--- src/rtl/conv2d_stream.sv ---
// conv2d_stream: streaming KxK stride-1 convolution over an HxW frame.
// Line buffers feed a pipelined multiply / adder tree with ReLU and saturation.
module conv2d_stream #(
    parameter int H  = 28,
    parameter int W  = 28,
    parameter int K  = 3,
    parameter int DW = 8,
    parameter int KW = 8,
    parameter int OW = 16
) (
    input  logic          clk,
    input  logic          rst_n,
    input  logic          start,
    input  logic          relu_en,
    input  logic          wt_valid,
    input  logic [KW-1:0] wt_data,
    input  logic          pix_valid,
    output logic          pix_ready,
    input  logic [DW-1:0] pix_data,
    output logic          out_valid,
    input  logic          out_ready,
    output logic [OW-1:0] out_data,
    output logic          out_last,
    output logic          busy,
    output logic          done
);

    localparam int NT    = K * K;
    localparam int PW    = DW + KW + 1;
    localparam int ACC_W = DW + KW + 1 + $clog2(K * K);
    localparam int SRL   = (K - 1) * W + K;
    localparam int RW    = (H > 1) ? $clog2(H) : 1;
    localparam int CW    = (W > 1) ? $clog2(W) : 1;
    localparam int IW    = (NT > 1) ? $clog2(NT) : 1;

    typedef enum logic [1:0] {IDLE, RUN, DRAIN} state_t;

    state_t                  state_q, state_d;
    logic signed [KW-1:0]    wt_q [NT];
    logic [IW-1:0]           wt_idx_q;
    logic [RW-1:0]           row_q;
    logic [CW-1:0]           col_q;
    logic                    relu_q;
    logic [DW-1:0]           sr_q [SRL];
    logic                    v0_q, l0_q, v1_q, l1_q, v2_q, l2_q;
    logic signed [PW-1:0]    prod_q [NT];
    logic signed [PW-1:0]    prod_d [NT];
    logic signed [ACC_W-1:0] sum_q, sum_d, rl;
    logic signed [OW-1:0]    sat;
    logic                    out_valid_q, out_last_q, done_q;
    logic [OW-1:0]           out_data_q;
    logic                    stall, accept, hs_last, last_pix, win_ok;
    logic                    en1, en2, en3;

    // A full output register blocks the pipe; empty stages still advance.
    assign stall    = out_valid_q && !out_ready;
    assign en3      = !stall;
    assign en2      = en3 || !v2_q;
    assign en1      = en2 || !v1_q;
    assign accept   = (state_q == RUN) && pix_valid && !stall;
    assign hs_last  = out_valid_q && out_ready && out_last_q;
    assign last_pix = (row_q == RW'(H - 1)) && (col_q == CW'(W - 1));
    assign win_ok   = (row_q >= RW'(K - 1)) && (col_q >= CW'(K - 1));

    assign out_valid = out_valid_q;
    assign out_data  = out_data_q;
    assign out_last  = out_last_q;
    assign done      = done_q;

    // FSM state register
    always_ff @(posedge clk or negedge rst_n) begin
        if (!rst_n) state_q <= IDLE;
        else        state_q <= state_d;
    end

    // FSM next-state logic
    always_comb begin
        state_d = state_q;
        unique case (state_q)
            IDLE:    if (start) state_d = RUN;
            RUN:     if (accept && last_pix) state_d = DRAIN;
            DRAIN:   if (hs_last) state_d = IDLE;
            default: state_d = IDLE;
        endcase
    end

    // FSM outputs
    always_comb begin
        pix_ready = (state_q == RUN) && !stall;
        busy      = (state_q != IDLE);
    end

    // Serial weight load, row-major, index wraps after the last tap
    always_ff @(posedge clk or negedge rst_n) begin
        if (!rst_n) begin
            for (int i = 0; i < NT; i++) wt_q[i] <= '0;
            wt_idx_q <= '0;
        end else if (state_q == IDLE && wt_valid) begin
            wt_q[wt_idx_q] <= wt_data;
            wt_idx_q <= (wt_idx_q == IW'(NT - 1)) ? '0 : wt_idx_q + IW'(1);
        end
    end

    // Raster position counters and per-frame ReLU mode
    always_ff @(posedge clk or negedge rst_n) begin
        if (!rst_n) begin
            row_q  <= '0;
            col_q  <= '0;
            relu_q <= 1'b0;
        end else if (state_q == IDLE && start) begin
            row_q  <= '0;
            col_q  <= '0;
            relu_q <= relu_en;
        end else if (accept) begin
            if (col_q == CW'(W - 1)) begin
                col_q <= '0;
                row_q <= row_q + RW'(1);
            end else begin
                col_q <= col_q + CW'(1);
            end
        end
    end

    // Line buffers plus window as one shift chain; contents need no reset
    always_ff @(posedge clk) begin
        if (accept) begin
            sr_q[0] <= pix_data;
            for (int i = 1; i < SRL; i++) sr_q[i] <= sr_q[i-1];
        end
    end

    // Window tap (a,b) sits (K-1-a) rows and (K-1-b) pixels behind the newest
    always_comb begin
        for (int a = 0; a < K; a++) begin
            for (int b = 0; b < K; b++) begin
                prod_d[a*K+b] = PW'($signed({1'b0, sr_q[(K-1-a)*W + (K-1-b)]})
                                    * wt_q[a*K+b]);
            end
        end
    end

    // Adder tree over the registered products
    always_comb begin
        sum_d = '0;
        for (int i = 0; i < NT; i++) sum_d = sum_d + ACC_W'(prod_q[i]);
    end

    // ReLU on the full-precision sum
    always_comb begin
        rl = (relu_q && sum_q[ACC_W-1]) ? '0 : sum_q;
    end

    if (OW < ACC_W) begin : g_sat
        localparam logic signed [ACC_W-1:0] SMAX =
            {{(ACC_W-OW+1){1'b0}}, {(OW-1){1'b1}}};
        localparam logic signed [ACC_W-1:0] SMIN = ~SMAX;
        // Clamp into the signed output range
        always_comb begin
            if (rl > SMAX)      sat = SMAX[OW-1:0];
            else if (rl < SMIN) sat = SMIN[OW-1:0];
            else                sat = rl[OW-1:0];
        end
    end else begin : g_ext
        assign sat = OW'(rl);
    end

    // Pipeline: window valid, products, sum, output register
    always_ff @(posedge clk or negedge rst_n) begin
        if (!rst_n) begin
            v0_q <= 1'b0; l0_q <= 1'b0;
            v1_q <= 1'b0; l1_q <= 1'b0;
            v2_q <= 1'b0; l2_q <= 1'b0;
            for (int i = 0; i < NT; i++) prod_q[i] <= '0;
            sum_q       <= '0;
            out_valid_q <= 1'b0;
            out_last_q  <= 1'b0;
            out_data_q  <= '0;
        end else begin
            if (accept) begin
                v0_q <= win_ok;
                l0_q <= last_pix;
            end else if (en1) begin
                v0_q <= 1'b0;
                l0_q <= 1'b0;
            end
            if (en1) begin
                v1_q <= v0_q;
                l1_q <= l0_q;
                for (int i = 0; i < NT; i++) prod_q[i] <= prod_d[i];
            end
            if (en2) begin
                v2_q  <= v1_q;
                l2_q  <= l1_q;
                sum_q <= sum_d;
            end
            if (en3) begin
                out_valid_q <= v2_q;
                out_last_q  <= l2_q;
                out_data_q  <= sat;
            end
        end
    end

    // One-cycle completion pulse after the final result is taken
    always_ff @(posedge clk or negedge rst_n) begin
        if (!rst_n) done_q <= 1'b0;
        else        done_q <= (state_q == DRAIN) && hs_last;
    end

endmodule

--- config.mk ---
export PLATFORM = sky130hd
export DESIGN_NAME = conv2d_stream
export DESIGN_NICKNAME = d
export VERILOG_FILES = /design/src/rtl/conv2d_stream.sv
export SDC_FILE = /design/constraint.sdc
export NUM_CORES = 2
export LEC_CHECK = 0
export ABC_AREA = 1
export BUFFER_PORTS_ARGS = -buffer_cell sky130_fd_sc_hd__buf_4
export CAP_MARGIN = 20
export CORE_MARGIN = 2
export CORE_UTILIZATION = 54
export CTS_BUF_LIST = sky130_fd_sc_hd__clkbuf_2
export CTS_CLUSTER_DIAMETER = 60
export CTS_CLUSTER_SIZE = 30
export DETAILED_ROUTE_END_ITERATION = 6
export GPL_TIMING_DRIVEN = 0
export HOLD_SLACK_MARGIN = 0.1
export PLACE_DENSITY = 0.77
export SYNTH_ARGS = -nofsm -noshare
export SYNTH_HDL_FRONTEND = slang
export SYNTH_SLANG_ARGS = --single-unit
--- constraint.sdc ---
create_clock -name clk -period 34.4 [get_ports clk]
set_input_delay 6.88 -clock clk [delete_from_list [all_inputs] [get_ports clk]]
set_output_delay 6.88 -clock clk [all_outputs]
set_load 0.005 [all_outputs]
* After elaboration in Yosys (flattened, before gate mapping) *
Memory sizes are Yosys's and may differ from the RTL's.
Cells that the tools add are included.

word-level totals
  bits in writable memories = 472
  logic and storage cells = 119
  register bits = 288
  output and inout bits = 21
  memories kept = 1

memories
  name  words  bits a word  rd ports  clocked after memory_dff  write ports  RTL line  source
  sr_q  59     8            59        0                         59           44        logic [DW-1:0] sr_q [SRL];

operators by class
  add/subtract/negate cells = 11
  reductions and logical operators = 27
  $mul = 9
  equal/unequal tests = 8
  magnitude comparators = 6
  bitwise logic cells = 1
  muxes and demuxes = 22

operator list
  kind                                                                count
  multiplier 9 x 8 -> 17 bit                                          9
  adder 21 x 17 -> 21 bit                                             4
  bitwise mux 72 bit                                                  1
  demux 8 bit (select 4 bit)                                          1
  2-to-1 mux 16 bit                                                   2
  2-to-1 mux 5 bit                                                    6
  adder 20 x 17 -> 21 bit                                             1
  > comparator 21 x 16 -> 1 bit (second input constant)               1
  < comparator 21 x 16 -> 1 bit (second input constant)               1
  2-to-1 mux 21 bit                                                   1
  adder 19 x 17 -> 20 bit                                             1
  adder 18 x 17 -> 19 bit                                             1
  adder 17 x 17 -> 18 bit                                             1
  logical AND 1 bit                                                   14
  adder 5 x 1 -> 5 bit (second input constant)                        2
  equality test 5 bit (second input constant)                         2
  greater-or-equal comparator 5 x 2 -> 1 bit (second input constant)  2
  2-to-1 mux 8 bit                                                    1
  nonzero test 2 bit                                                  4
  2-to-1 mux 2 bit                                                    3
  inequality test 2 bit (second input constant)                       3
  case mux 2 bit (3 select lines)                                     1
  greater-or-equal comparator 5 bit (second input constant)           1
  < comparator 5 x 1 -> 1 bit (second input constant)                 1
  12 further kinds                                                    20

* Logic depth before layout (Yosys ltp) *
  word-level depth = 8
  mapped depth = 21
  gate-level depth less buffers = 20

* Least setup slack after synthesis *
OpenSTA, ideal clock, no wires.

  path kind = input -> register
  from = input out_ready
  to = register v0_q
  cell stages on the path = 6
  setup time = 0.123 ns
  path slack = 16.486 ns
  data arrival time = 17.790 ns
  cells stage by stage = nor2_4 > nor2_2 > nand2_1 > inv_1 > o311ai_0 > o21ai_0

on the way
  elaborated cells on any way between the ends = 8

RTL lines
  what                                                           RTL line  source
  start, declared                                                21        input logic out_ready,
  zero test 1 bit (*)                                            56        assign stall = out_valid_q && !out_ready;
  logical AND 1 bit (*)                                          56
  zero test 1 bit (*)                                            60        assign accept = (state_q == RUN) && pix_valid && !stall;
  logical AND 1 bit (*)                                          60
  named net accept                                               52        logic stall, accept, hs_last, last_pix, win_ok;
  2-to-1 mux 1 bit / nonzero test 2 bit (equally long branches)  n/a
  end signal, assigned                                           180       v0_q <= win_ok;
  end, declared                                                  45        logic v0_q, l0_q, v1_q, l1_q, v2_q, l2_q;

Mark *: on every way through the listed nets, which the timed path passes. The rest lies on a longest branch.
A chain may end at the register's enable or synchronous reset.

* Final worst setup path *
  from = input out_ready
  to = output pix_ready

on the way
  cells in the longest elaborated chain, start to end = 4

RTL lines
  what               RTL line  source
  zero test 1 bit    56
  logical AND 1 bit  56
  zero test 1 bit    89        pix_ready = (state_q == RUN) && !stall;
  logical AND 1 bit  89
  end, declared      18        output logic pix_ready,

No other way between the ends.

==> impl_results.md <==
* Status: finished clean
* RR Startpoint: sr_q[1][112]
* Fin nets at about 6k
* DIE WIDTH at 308.1 µm
* Cts repair resizes at 0
* Total congestion overflow at 0
* First-pass DRT Iterations at 7
* Setup_tns at 0 ns
* Met2 routed WL at 50.58 mm
* Post-DP HPWL at slightly above 80 mm
* Syn. warnings at 0
* Main combinational cell family by area after synthesis: adder cells
* Final core utilization at 0.5794
* CP cell instances: buf_4 > nor2_4 > nor2_2 > buf_4
* Root buffer cell: clkbuf_2
* Total track usage at 0.2344
* Metal-1 WL at roughly 45 mm
* Post-Syn Instances at approximately 5.0k
* Reg2reg setup slack at around 30 ns
* Seq/Total Area, Yosys at 0.4281
* Mapped cell area at between 40000 and 50000 µm²
* Max-slew headroom at 0.2565
* Synth Area in Adders at 0.2866
* Final Cell Area at ~53000 µm²
* Worst-Skew Late Latency at roughly 1.5 ns
* Cell row count at 111
* CP Data Arrival Time at 7.33 ns
* Sink Count at 760
* Synthesized net count at between 5k and 6k
* TritonCTS clock tree: built
* WP data required at between 20 and 30 ns
* Placed Cells at approximately 6.3k
* Final setup skew at 0.1458 ns
* Hold/Removal Path Class: register to register
* Async S/R FF share, synth at 0.3789
* Crit path capture: pix_ready
* Pin count of the biggest net entering global routing at 142
* Crit path max-delay family: buffers and inverters
* Initial antenna violation count at 3
* Synth Area per Inst at between 9 and 10 µm²
* Synth Area in Compound Gates at 0.03760
* Die area at between 90000 and 100000 µm²
* Cts hold-fix bufs at 0
* Max Cap Violations at 0
* Crit. Startpoint: out_ready
* Layout area overhead at 6.336%
* DR vias at between 30k and 40k
* Yosys cell types at 43
* Fin. max-slew vios at 0
* H-tree depth at 2
* Critical Path Stages at 4
* Total CTS buffers at roughly 60
* Fin. Hold Viols at 0
* Via-to-Cell Ratio at between 5 and 6
* Minimum clock period at 14.21 ns
* Worst Path Buf+Inv at 2
* Critical Path Slowest Stage Cell: nor2_4
* Core box area at about 92000 µm²
* Placed cell area at roughly 52000 µm²
* Top_reg_cell synth: edfxtp_1
* Final setup fails at 0
* IO Count at between 40 and 50
* Worst Setup End Kind: primary output
* Worst-path fanout max at 3
* Setup Fix Bufs, Post-CTS at 0
* DRC Markers at 0
* Starting density of the core at 0.5449
* Clk buf depth at 3
* Worst flop-to-flop path endpoint: prod_q[101]
* Non-filler cells, final at around 6.4k
* Die height at 308.1 µm
* Routed WL at about 110 mm
* Mux cell area share after synthesis at 0.0002255
* Post-synthesis xor/xnor area fraction at 0.01473
* EDFF count, synth at ~470
* Fmax at 70.40 MHz
* Highest-count cells in the layout ignoring fill and taps: 1211 x nand2_1, 1112 x inv_1, 472 x edfxtp_1, 455 x fa_1, 416 x ha_1
* #FFs+latches synth at 760
* Vias in the first global route at roughly 33k
* Final antenna-violating net count at 0
* Clock slew at reported path FFs at 0.41 ns
* RSZ-0062 raised after global routing: false
* Simple-Gate Fraction of Synth Area at 0.1324
* Gpl congestion at around 0.97
* Port Buffers at 43
* DR WL/cell at between 15 and 20 µm
* Actual slew at the worst max-slew pin at around 1.1 ns
* First-pass GRT wire length at about 170 mm
* CP peak stage delay at ~0.13 ns
* Worst reg2reg path depth at 19
* Cell repeated most along the worst path: buf_4
* Critical path class: primary input to primary output
* Fin crit share at 0.4130
* Highest metal used: met5
* Worst setup SP type: primary input
* Commonest non-fill, non-tap cell in the layout: nand2_1
* Initial DRC Count at 2802
* Share of layout cells above drive strength 1 at 0.05018
* Met3 routed WL at ~6 mm
-- synthesized netlist by cell type, types with 33 or more instances --
cell type	count	area [µm²]
a21oi_1	100	500.5
a31oi_1	33	206.5
clkbuf_1	153	574.3
dfrtp_1	288	7207
edfxtp_1	472	14170
fa_1	455	9109
ha_1	416	5205
inv_1	1113	4178
nand2_1	1211	4546
nand3_1	129	645.6
nor2_1	199	747.0
o21ai_0	156	780.8
o21ai_1	39	195.2
or2_2	45	281.5
xnor2_1	66	578.1
-- how the worst min path moves through the flow --
stage | startpoint | to | slack, ns | cells after the start
floorplan | sr_q[0][92] | sr_q[0][100] | 0.40 | 0
global placement | sr_q[2][78] | sr_q[2][86] | 0.40 | 0
detailed placement | sr_q[0][51] | sr_q[0][59] | 0.40 | 0
CTS | sr_q[2][0] | sr_q[2][8] | 0.37 | 0
global route | sr_q[2][0] | sr_q[2][8] | 0.33 | 0
finish | sr_q[1][63] | sr_q[1][71] | 0.41 | 0
-- through the flow --
stage               setup WS, ns  hold WS [ns]
global placement           11.10        0.4003
CTS                        20.19        0.3706
floorplan                  16.49        0.4003
finish                     20.19        0.4107
global route               20.17        0.3301
detailed placement         20.19        0.4045
-- routing by layer --
layer / vias to the layer above / track usage
met5: - / 0
met4: 6 / 0.1044
met3: 212 / 0.03635
met2: 871 / 0.3849
met1: 16140 / 0.3097
li1: 15600 / -
-- sequential cells by signal, indices dropped and copies added (netlist names), 4 cells and up --
name      count
wt_q         72
prod_q      153
col_q         5
row_q         5
sum_q        21
wt_idx_q      4
out_data     16
sr_q        472
-- cell type report --
class,instances,area [µm²]
fillers,7623,38560
multi-input cells,2950,23550
flip-flops and latches,760,21380
inverters,1122,4219
well taps,1186,1484
clock inverters,51,889.6
plain buffers,189,802.0
repair buffers,48,467.9
clock buffers,61,305.3
diodes,4,10.01
-- logic make-up after synthesis --
kind of cell / count (synthesis)
simple gates: 1642
buf+inv: 1311
fa+ha+maj: 871
flops: 760
compound gates: 352
xor+xnor: 84
mux: 1
Power is not shown: default switching activity piles up to over one toggle a cycle in this logic, so the estimate is an artifact.
